### config.mk
export PLATFORM = sky130hd
export DESIGN_NAME = matrix_stream_loader
export DESIGN_NICKNAME = d
export VERILOG_FILES = /design/src/rtl/matrix_stream_loader.sv
export SDC_FILE = /design/constraint.sdc
export NUM_CORES = 1
export LEC_CHECK = 0
export BUFFER_PORTS_ARGS = -buffer_cell sky130_fd_sc_hd__buf_2
export CORE_AREA = 2 2 414 416
export DETAILED_ROUTE_END_ITERATION = 10
export DIE_AREA = 0 0 416 418
export GPL_TIMING_DRIVEN = 0
export PLACE_DENSITY = 0.44
export SETUP_SLACK_MARGIN = 0.4
export SLEW_MARGIN = 20
export SYNTH_ARGS = -nofsm -noshare
export SYNTH_HDL_FRONTEND = slang
export SYNTH_SLANG_ARGS = --single-unit
### constraint.sdc
create_clock -name clk -period 2 [get_ports clk]
set_clock_uncertainty 0.2 [all_clocks]
set_input_delay 0.1 -clock clk [delete_from_list [all_inputs] [get_ports clk]]
set_output_delay 0.1 -clock clk [all_outputs]
set_load 0.02 [all_outputs]
### src/rtl/matrix_stream_loader.sv
// Serial-to-parallel loader: collects two m x m matrices (A then B) from a
// stb/ack word stream and presents them with independent stb/ack handshakes.
module matrix_stream_loader #(
  parameter int m = 4
) (
  input  logic                      clk,
  input  logic                      rst,
  input  logic [31:0]               in_data,
  input  logic                      in_stb,
  output logic                      in_ack,
  output logic [m-1:0][m-1:0][31:0] matrix_a,
  output logic                      matrix_a_stb,
  input  logic                      matrix_a_ack,
  output logic [m-1:0][m-1:0][31:0] matrix_b,
  output logic                      matrix_b_stb,
  input  logic                      matrix_b_ack
);

  localparam int unsigned MM = m * m;
  localparam int KW = (MM > 1) ? $clog2(MM) : 1;
  localparam logic [KW-1:0] K_LAST = KW'(MM - 1);

  typedef enum logic [1:0] {
    IDLE,
    LOAD_A,
    LOAD_B,
    PRESENT
  } state_t;

  state_t        state;
  state_t        state_next;
  logic [KW-1:0] k;
  logic [KW-1:0] k_next;
  logic          a_stb_next;
  logic          b_stb_next;
  logic          ack_next;
  logic          xfer;
  logic          last;

  assign xfer = in_stb && in_ack;
  assign last = (k == K_LAST);

  // NOTE: every variable gets a default before the case so no path leaves it
  // unassigned; otherwise synthesis infers a latch to hold the old value.
  always_comb begin
    state_next = state;
    k_next     = k;
    a_stb_next = matrix_a_stb & ~matrix_a_ack;
    b_stb_next = matrix_b_stb & ~matrix_b_ack;
    case (state)
      IDLE: state_next = LOAD_A;
      LOAD_A: begin
        if (xfer) begin
          if (last) begin
            k_next     = '0;
            state_next = LOAD_B;
          end else begin
            k_next = k + 1'b1;
          end
        end
      end
      LOAD_B: begin
        if (xfer) begin
          if (last) begin
            k_next     = '0;
            state_next = PRESENT;
            a_stb_next = 1'b1;
            b_stb_next = 1'b1;
          end else begin
            k_next = k + 1'b1;
          end
        end
      end
      PRESENT: begin
        // Return to loading on the same edge that retires the last pending stb.
        if (!a_stb_next && !b_stb_next) state_next = LOAD_A;
      end
      default: state_next = IDLE;
    endcase
    // in_ack is registered from the next state so it is glitch-free and
    // never depends combinationally on in_stb.
    ack_next = (state_next == LOAD_A) || (state_next == LOAD_B);
  end

  // NOTE: sequential state uses non-blocking assignments so every flop
  // samples pre-edge values regardless of statement order.
  always_ff @(posedge clk or negedge rst) begin
    if (!rst) begin
      state        <= IDLE;
      k            <= '0;
      in_ack       <= 1'b0;
      matrix_a_stb <= 1'b0;
      matrix_b_stb <= 1'b0;
    end else begin
      state        <= state_next;
      k            <= k_next;
      in_ack       <= ack_next;
      matrix_a_stb <= a_stb_next;
      matrix_b_stb <= b_stb_next;
    end
  end

  // NOTE: the operand arrays are reset because the consumer may observe them
  // after a mid-load reset; a RAM-style store without reset would not allow that.
  always_ff @(posedge clk or negedge rst) begin
    if (!rst) begin
      matrix_a <= '0;
      matrix_b <= '0;
    end else if (xfer) begin
      for (int r = 0; r < m; r++) begin
        for (int c = 0; c < m; c++) begin
          if (k == KW'(r * m + c)) begin
            if (state == LOAD_A) matrix_a[r][c] <= in_data;
            if (state == LOAD_B) matrix_b[r][c] <= in_data;
          end
        end
      end
    end
  end

endmodule

# [Yosys cells after proc, flatten, opt, wreduce, memory -nomap -nowiden]
# Cells that the tools add are included.
[totals] ff_bits=1033 out_inout_bits=1027 elab_cells=116
[classes] addsub=1 eq_ne=20 n_mux=13 n_bitwise=4 n_reduce_logical=41
[ops] cell="$reduce_and A3 Y1" n=32
[ops] cell="$eq A4 B4 Y1 const B" n=8
[ops] cell="$eq A4 B3 Y1 const B" n=4
[ops] cell="$mux W2" n=5
[ops] cell="$eq A4 B2 Y1 const B" n=2
[ops] cell="$pmux W2 S4" n=1
[ops] cell="$eq A2 B2 Y1 const B" n=3
[ops] cell="$mux W1" n=6
[ops] cell="$add A4 B1 Y4 const B" n=1
[ops] cell="$eq A2 B1 Y1 const B" n=2
[ops] cell="$eq A4 B1 Y1 const B" n=1
[ops] cell="$logic_not A4 Y1" n=1
[ops] cell="$mux W4" n=1
[ops] cell="$and A1 B1 Y1" n=2
[ops] cell="$logic_and A1 B1 Y1" n=2
[ops] cell="$logic_not A1 Y1" n=2
[ops] cell="$logic_not A2 Y1" n=1
[ops] cell="$not A1 Y1" n=2
[ops] cell="$reduce_and A2 Y1" n=1
[ops] cell="$reduce_or A2 Y1" n=1
[ops] cell="$logic_or A1 B1 Y1" n=1

# [Depth between registers and ports, before layout]
# Gate-level depths: netlist of run 1.
[depth] word_depth=8 mapped_depth=8

# [Worst setup path before layout of run 1]
# No wires, ideal clock.
[synth_path] path_type="register to register" startpoint="reg state[1]" endpoint="reg matrix_a[225] (netlist bit)" setup_time_ns=0.125 t_arrival_ns=1.743 required_ns=1.675 setup_slack_ns=-0.068 path_stages_with_launch=8 n_path_buf=2 period_less_slack_ns=2.068 cell_sequence="dfrtp_1 > inv_1 > ha_1 > buf_2 > nand2_1 > nor2_1 > buf_2 > mux2_2"
[synth_via] elab_chain_cells=2
[synth_lines] item="start, declared" line_no="30" rtl="state_t state;"
[synth_lines] item="start signal, assigned" line_no="95" rtl="state <= state_next;"
[synth_lines] item="$eq A2 B1 Y1" line_no="113" rtl="if (state == LOAD_A) matrix_a[r][c] <= in_data;"
[synth_lines] item="$reduce_and A3 Y1 (no source line)"
[synth_lines] item="end signal, assigned by index" line_no="113"
[synth_lines] item="end, declared" line_no="11" rtl="output logic [m-1:0][m-1:0][31:0] matrix_a,"
# Every way passes these cells.
# A chain may end at the register's enable or synchronous reset.

# [Worst setup path in the final report of run 1]
[layout_path] startpoint="reg state[1]" endpoint="reg matrix_a[245] (netlist bit)"
# The elaborated chain is that of the path after synthesis.

==> run metrics, run 1 <==
IO Port Bufs 1063; Syn. warnings 0; crit-path max FO 10; Worst Path Required 2.42 ns; Syn Nets 2394; outcome finished, violations left; WL/cell 27.6 microns; total chip power 71400 uW; CTS max path bufs 3; cell with the most instances after synthesis dfrtp_1; R2R Setup Slk -0.18 ns; final net count 3747; worst slew pin tran 1.10 ns; Max-cap violations 0; slowest stage delay, CP 0.41 ns; maximum vdd drop 0.831 mV; via/cell ratio 4.25; Startpoint Class flop; critical path's slowest cell dfrtp_1; kind of critical path flop to flop; Synth area leader dfrtp_1; CTS root buf clkbuf_16; pre-CTS WS -1.20 ns; CTS tree done; vias in the first global route 26400; Setup TNS Final -78.48 ns; io pins 1064; area grow syn2layout 43.2%; Final period util 109%; Primary FF master, synth dfrtp_1; FMAX 458 MHz; share of the synthesized area in the top cell type 66.3%; count of pins over their slew limit 0; first-pass GRT wire length 223 mm; Core Region 169000 sq um; CTS Buf Count 121; unrepaired setup endpoints after global routing true; crit-path cells inv_2 -> ha_4 -> buf_8 -> buf_12 -> nand2_8 -> nor2_4 -> buf_12 -> buf_12 -> mux2_2; final worst slack -0.181 ns; synthesized area 39000 sq um; average cell area after synthesis 16.6 sq um; row cnt 151; Yosys cell types 34; DRC viols 0; Yosys reg bits 1033; WHS -0.945 ns; Final ANT Viol Nets 0; DIE HEIGHT 418 microns; Power Dens Cells 1280 nW/um^2; H-Tree Depth 3; Worst slew margin 26.9%; most frequent cells after synthesis dfrtp_1 (1033), mux2_2 (984), clkbuf_1 (96); via count 25500; leak pwr 0.0298 uW; endpoints failing hold 304; Post-CTS Hold Fix Bufs 44; Inst Count DP 5638; layout cells sized above 1 67.1%; Clock transition at path regs 0.06 ns; Initial Utilization 23.1%; clk sinks 1033; DRT Wirelength 166 mm; CP Data Arrival Time 2.60 ns; worst min path class input port to async pin; failing checks hold timing, setup timing; Final Critical Period 2.18 ns; maximum number of pins on one net before global-route repair 125; DRT Pass-1 Iters 5; GP Congestion 0.800; sequential share of the synthesized area 66.3%; die area 174000 sq um; initial drt markers 1277; Clock Latency Late Sink 0.76 ns; Async SR Flop Fraction 100%; Critical Path End Type flop; initial antenna violation count 10; gr usage total 18.4%; Die Wd 416 microns; final setup fails 907; GRT Residual Overflow 0; non-filler cells, final 6018; Synth area leaders dfrtp_1 (66%), mux2_2 (28%), mux2_1 (1.2%), clkbuf_1 (0.92%), buf_2 (0.76%); Post-synth EDFFs 0; synthesized netlist cell count 2348; hpwl dp 120 mm; CP dominant cell by count buf_12
[placed cells by master, fill, tap and decap left out, drive strengths merged, types with 2 or more instances in the layout]
| master | Yosys | final |
|---|---|---|
| or2 | 2 | 2 |
| a21boi | 2 | 2 |
| bufinv | 0 | 11 |
| nor2b | 2 | 2 |
| buf | 101 | 1268 |
| ha | 9 | 9 |
| nand2 | 18 | 18 |
| nor3 | 4 | 4 |
| nand2b | 4 | 4 |
| diode | 0 | 4 |
| mux2 | 1024 | 1024 |
| and3 | 4 | 4 |
| o21ai | 5 | 5 |
| dlygate4sd3 | 0 | 44 |
| clkbuf | 96 | 294 |
| clkinv | 0 | 16 |
| dfrtp | 1033 | 1033 |
| nand4 | 5 | 5 |
| nor2 | 18 | 18 |
| clkinvlp | 0 | 5 |
| inv | 5 | 11 |
| nand3 | 7 | 7 |
[power breakdown]
part / internal, uW / total, uW / switching [uW]
Combinational: 8250 / 20900 / 12600
Clock: 13700 / 22900 / 9160
Sequential: 25300 / 27600 / 2290
Total: 47300 / 71400 / 24100
[registers in the layout, summed over array words and instances, names as in the netlist]
signal	cells
matrix_b_stb	1
matrix_a	512
state	2
k	4
matrix_a_stb	1
matrix_b	512
in_ack	1
[final timing paths]
check | cells after the start | endpoint | from
setup / recovery | 9 | matrix_a[245] | state[1]
hold / removal | 1 | matrix_b[199] | rst
setup reg to reg | 9 | matrix_a[245] | state[1]
hold reg to reg | 1 | matrix_a[182] | matrix_a[182]
max in group asynchronous | 4 | matrix_a[251] | rst
min in group clk | 3 | matrix_a[72] | in_data[8]
[metal layers]
layer / track usage [%] / vias to the layer above / wire [microns]
met4: 5.90 / 0 / 4700
met1: 21.1 / 13600 / 65300
li1: - / 11000 / -
met5: 0 / - / 0
met3: 4.78 / 197 / 9140
met2: 33.0 / 730 / 87200
[timing repair]
item	CTS	global route
buffers inserted	65	18
pin swaps	26	14
gates cloned	13	18
endpoints found under the hold margin	988	279
setup endpoints to repair	2158	2399
gates resized for setup	308	192
[critical path, delay by kind of cell, from the launching register on]
kind	cells	cell delay (ns)
mux	1	0.34
flops	1	0.41
fa+ha+maj	1	0.15
buf+inv	5	0.70
simple gates	2	0.21
[area by class of cell]
class | count | area [sq um]
well taps | 2218 | 2780
flip-flops and latches | 1033 | 25900
repair buffers | 1230 | 7840
inverters | 5 | 23.8
multi-input cells | 1113 | 13200
clock buffers | 180 | 3590
fillers | 16900 | 113000
diodes | 4 | 10.0
clock inverters | 38 | 520
plain buffers | 197 | 2050
[logic make-up after synthesis]
logic type / share of synthesized area [%]
AOI/OAI and AO/OA: 0.183
xor gates and xnor gates: 0.0225
adders and majority gates: 0.289
buffers and inverters: 2.60
DFF: 66.3
muxes: 29.6
and+or+nand+nor: 1.01
[stage by stage]
stage          hold slack (ns)  cell area (sq um)  utilization (%)
5_1_grt                 -0.984              55800             33.0
4_1_cts                  -1.02              54400             32.2
3_3_place_gp             0.190              47300             28.0
2_1_floorplan           -0.396              39200                -
3_5_place_dp            -0.156              47600             28.1
6_report                -0.945              55800             33.0
No activity file was read; power rests on OpenSTA's default activity.
==> run 2, diff against run 1 <==
--- a/config.mk
+++ b/config.mk
@@ -10,7 +10,7 @@
 export DETAILED_ROUTE_END_ITERATION = 10
 export DIE_AREA = 0 0 416 418
 export GPL_TIMING_DRIVEN = 0
-export PLACE_DENSITY = 0.44
+export PLACE_DENSITY = 0.47
 export SETUP_SLACK_MARGIN = 0.4
 export SLEW_MARGIN = 20
 export SYNTH_ARGS = -nofsm -noshare
==> run metrics, run 2 (same netlist as run 1, synthesis figures left out) <==
outcome finished, violations left; failing checks hold timing, setup timing; Regs by FF count matrix_a: 512 flops, matrix_b: 512 flops, k: 4 flops; multi-input logic area 13600 sq um (+3.4%); FF+latch area 25900 sq um (about the same); critical path's slowest cell dfrtp_2; Inst Count DP 5639 (+0.018%); CTS max path bufs 3 (unchanged); row cnt 151 (unchanged); WHS -0.960 ns (-0.0144 ns); commonest non-fill, non-tap cell in the layout buf_2; hpwl dp 120 mm (-0.48%); Power Dens Cells 1230 nW/um^2 (-4.1%); vias in the first global route 26300 (-0.68%); WP buf/inv 4 (-1); leak pwr 0.0300 uW (+0.72%); count of pins over their slew limit 0 (unchanged); final setup fails 922 (+1.7%); Clock Latency Late Sink 0.76 ns (about the same); WL/cell 28.2 microns (+2.0%); IO Port Bufs 1063 (unchanged); area grow syn2layout 45.9%; DIE HEIGHT 418 microns (unchanged); Filler cells 16800 (-0.39%); maximum number of pins on one net before global-route repair 127 (+1.6%); Initial Utilization 23.1% (unchanged); io pins 1064 (unchanged); worst min path class input port to async pin; Clock transition at path regs 0.06 ns (about the same); maximum vdd drop 0.737 mV (-11%); initial antenna violation count 8 (-2); die area 174000 sq um (unchanged); Final ANT Viol Nets 0 (unchanged); final net count 3789 (+1.1%); unrepaired setup endpoints after global routing true; Final period util 111% (+2.2 points); DRT Pass-1 Iters 5 (unchanged); via count 25900 (+1.5%); kind of critical path flop to flop; DRC viols 0 (unchanged); final worst slack -0.225 ns (-0.0440 ns); first-pass GRT wire length 221 mm (-1.1%); H-Tree Depth 3 (unchanged); GP Congestion 0.788 (-1.5%); crit-path leading delay family buffers and inverters; CTS root buf clkbuf_16; initial drt markers 1331 (+4.2%); DRT Wirelength 171 mm (+2.8%); Startpoint Class flop; FMAX 449 MHz (-2.0%); final core occ 33.6% (+0.62 points); CTS Buf Count 117 (-3.3%); via/cell ratio 4.28 (+0.73%); gr usage total 18.2% (-0.16 points); Setup TNS Final -83.81 ns (-5.33 ns); clk sinks 1033 (unchanged); non-filler cells, final 6064 (+0.76%); worst slew pin tran 1.15 ns (+0.0518 ns); CP Data Arrival Time 2.65 ns (+0.05 ns); crit-path max FO 8 (-2); Final Critical Period 2.23 ns (+0.0440 ns); Worst Path Required 2.43 ns (about the same); CTS tree done; Worst slew margin 23.4% (-3.5 points); most frequent cells in the layout buf_2 (1062), dfrtp_1 (1026), mux2_2 (712), mux2_4 (277), clkbuf_16 (165); Critical Path End Type flop; Die Wd 416 microns (unchanged); Core Region 169000 sq um (unchanged); Max-cap violations 0 (unchanged); layout cells sized above 1 67.1% (about the same); slowest stage delay, CP 0.44 ns (+0.03 ns); endpoints failing hold 497 (+63%); GRT Residual Overflow 0 (unchanged); crit-path cells inv_2 -> ha_4 -> buf_12 -> nand3_4 -> nor2_4 -> buf_6 -> nand2_8 -> clkbuf_16 -> mux2_2
-- run 2: cell types whose count changed in the layout (fill, tap and decap cells not counted), sizes merged --
cell    delta
diode      +6
inv        +1
clkinv     +3
bufinv    -10
clkbuf    +29
buf       +17
-- run 2: repair_timing --
| action | in CTS | in global routing |
|---|---|---|
| pin swaps | 31 | 17 |
| gates resized for setup | 283 | 364 |
| buffers inserted | 77 | 26 |
| gates cloned | 8 | 47 |
| setup endpoints to repair | 2234 | 2299 |
| hold buffers | 42 | 3 |
| endpoints found under the hold margin | 1168 | 539 |
-- run 2: metrics by stage --
step	total power [uW]	worst slack, ns	cell area, sq um
floorplan	38200	0.0146	39200
global placement	46700	-25.59	47300
detailed placement	46900	-1.19	47600
CTS	69500	-0.164	53900
global route	72700	-0.253	56900
finish	69700	-0.225	56900
-- run 2: path summary, 6_finish.rpt --
path                                from            end  slack, ns  depth (start not counted)
max                             state[1]  matrix_a[422]      -0.23                          9
min                                  rst  matrix_a[201]      -0.96                          1
max reg2reg                     state[1]  matrix_a[422]      -0.23                          9
min reg2reg                matrix_a[189]  matrix_a[189]       0.28                          1
max in group asynchronous            rst  matrix_a[274]       0.68                          5
min in group clk             in_data[25]  matrix_a[185]          0                          3
-- run 2: cell type report --
| type | instances | share of cell area [%] |
|---|---|---|
| Sequential cell | 1033 | 45.4 |
| Multi-Input combinational cell | 1113 | 24.0 |
| Timing Repair Buffer | 1276 | 15.3 |
| Clock buffer | 180 | 6.16 |
| Tap cell | 2218 | 4.88 |
| Buffer | 197 | 3.69 |
| Clock inverter | 32 | 0.427 |
| Antenna cell | 10 | 0.0440 |
| Inverter | 5 | 0.0418 |
-- run 2: power breakdown --
part           total, uW  switching (uW)  leakage [uW]  internal [uW]
logic              20900           12700        0.0142           8170
registers          27500            2220        0.0139          25300
clock network      21300            9220       0.00184          12100
total              69700           24100        0.0300          45600
-- run 2: per-layer routing --
| metal | GRT usage, % | up-vias | part of all wire, % |
|---|---|---|---|
| met5 | 0 | - | 0 |
| met4 | 7.18 | 0 | 3.5 |
| met3 | 4.41 | 229 | 5.3 |
| met2 | 32.4 | 773 | 51 |
| met1 | 20.9 | 13900 | 40 |
| li1 | - | 11100 | - |
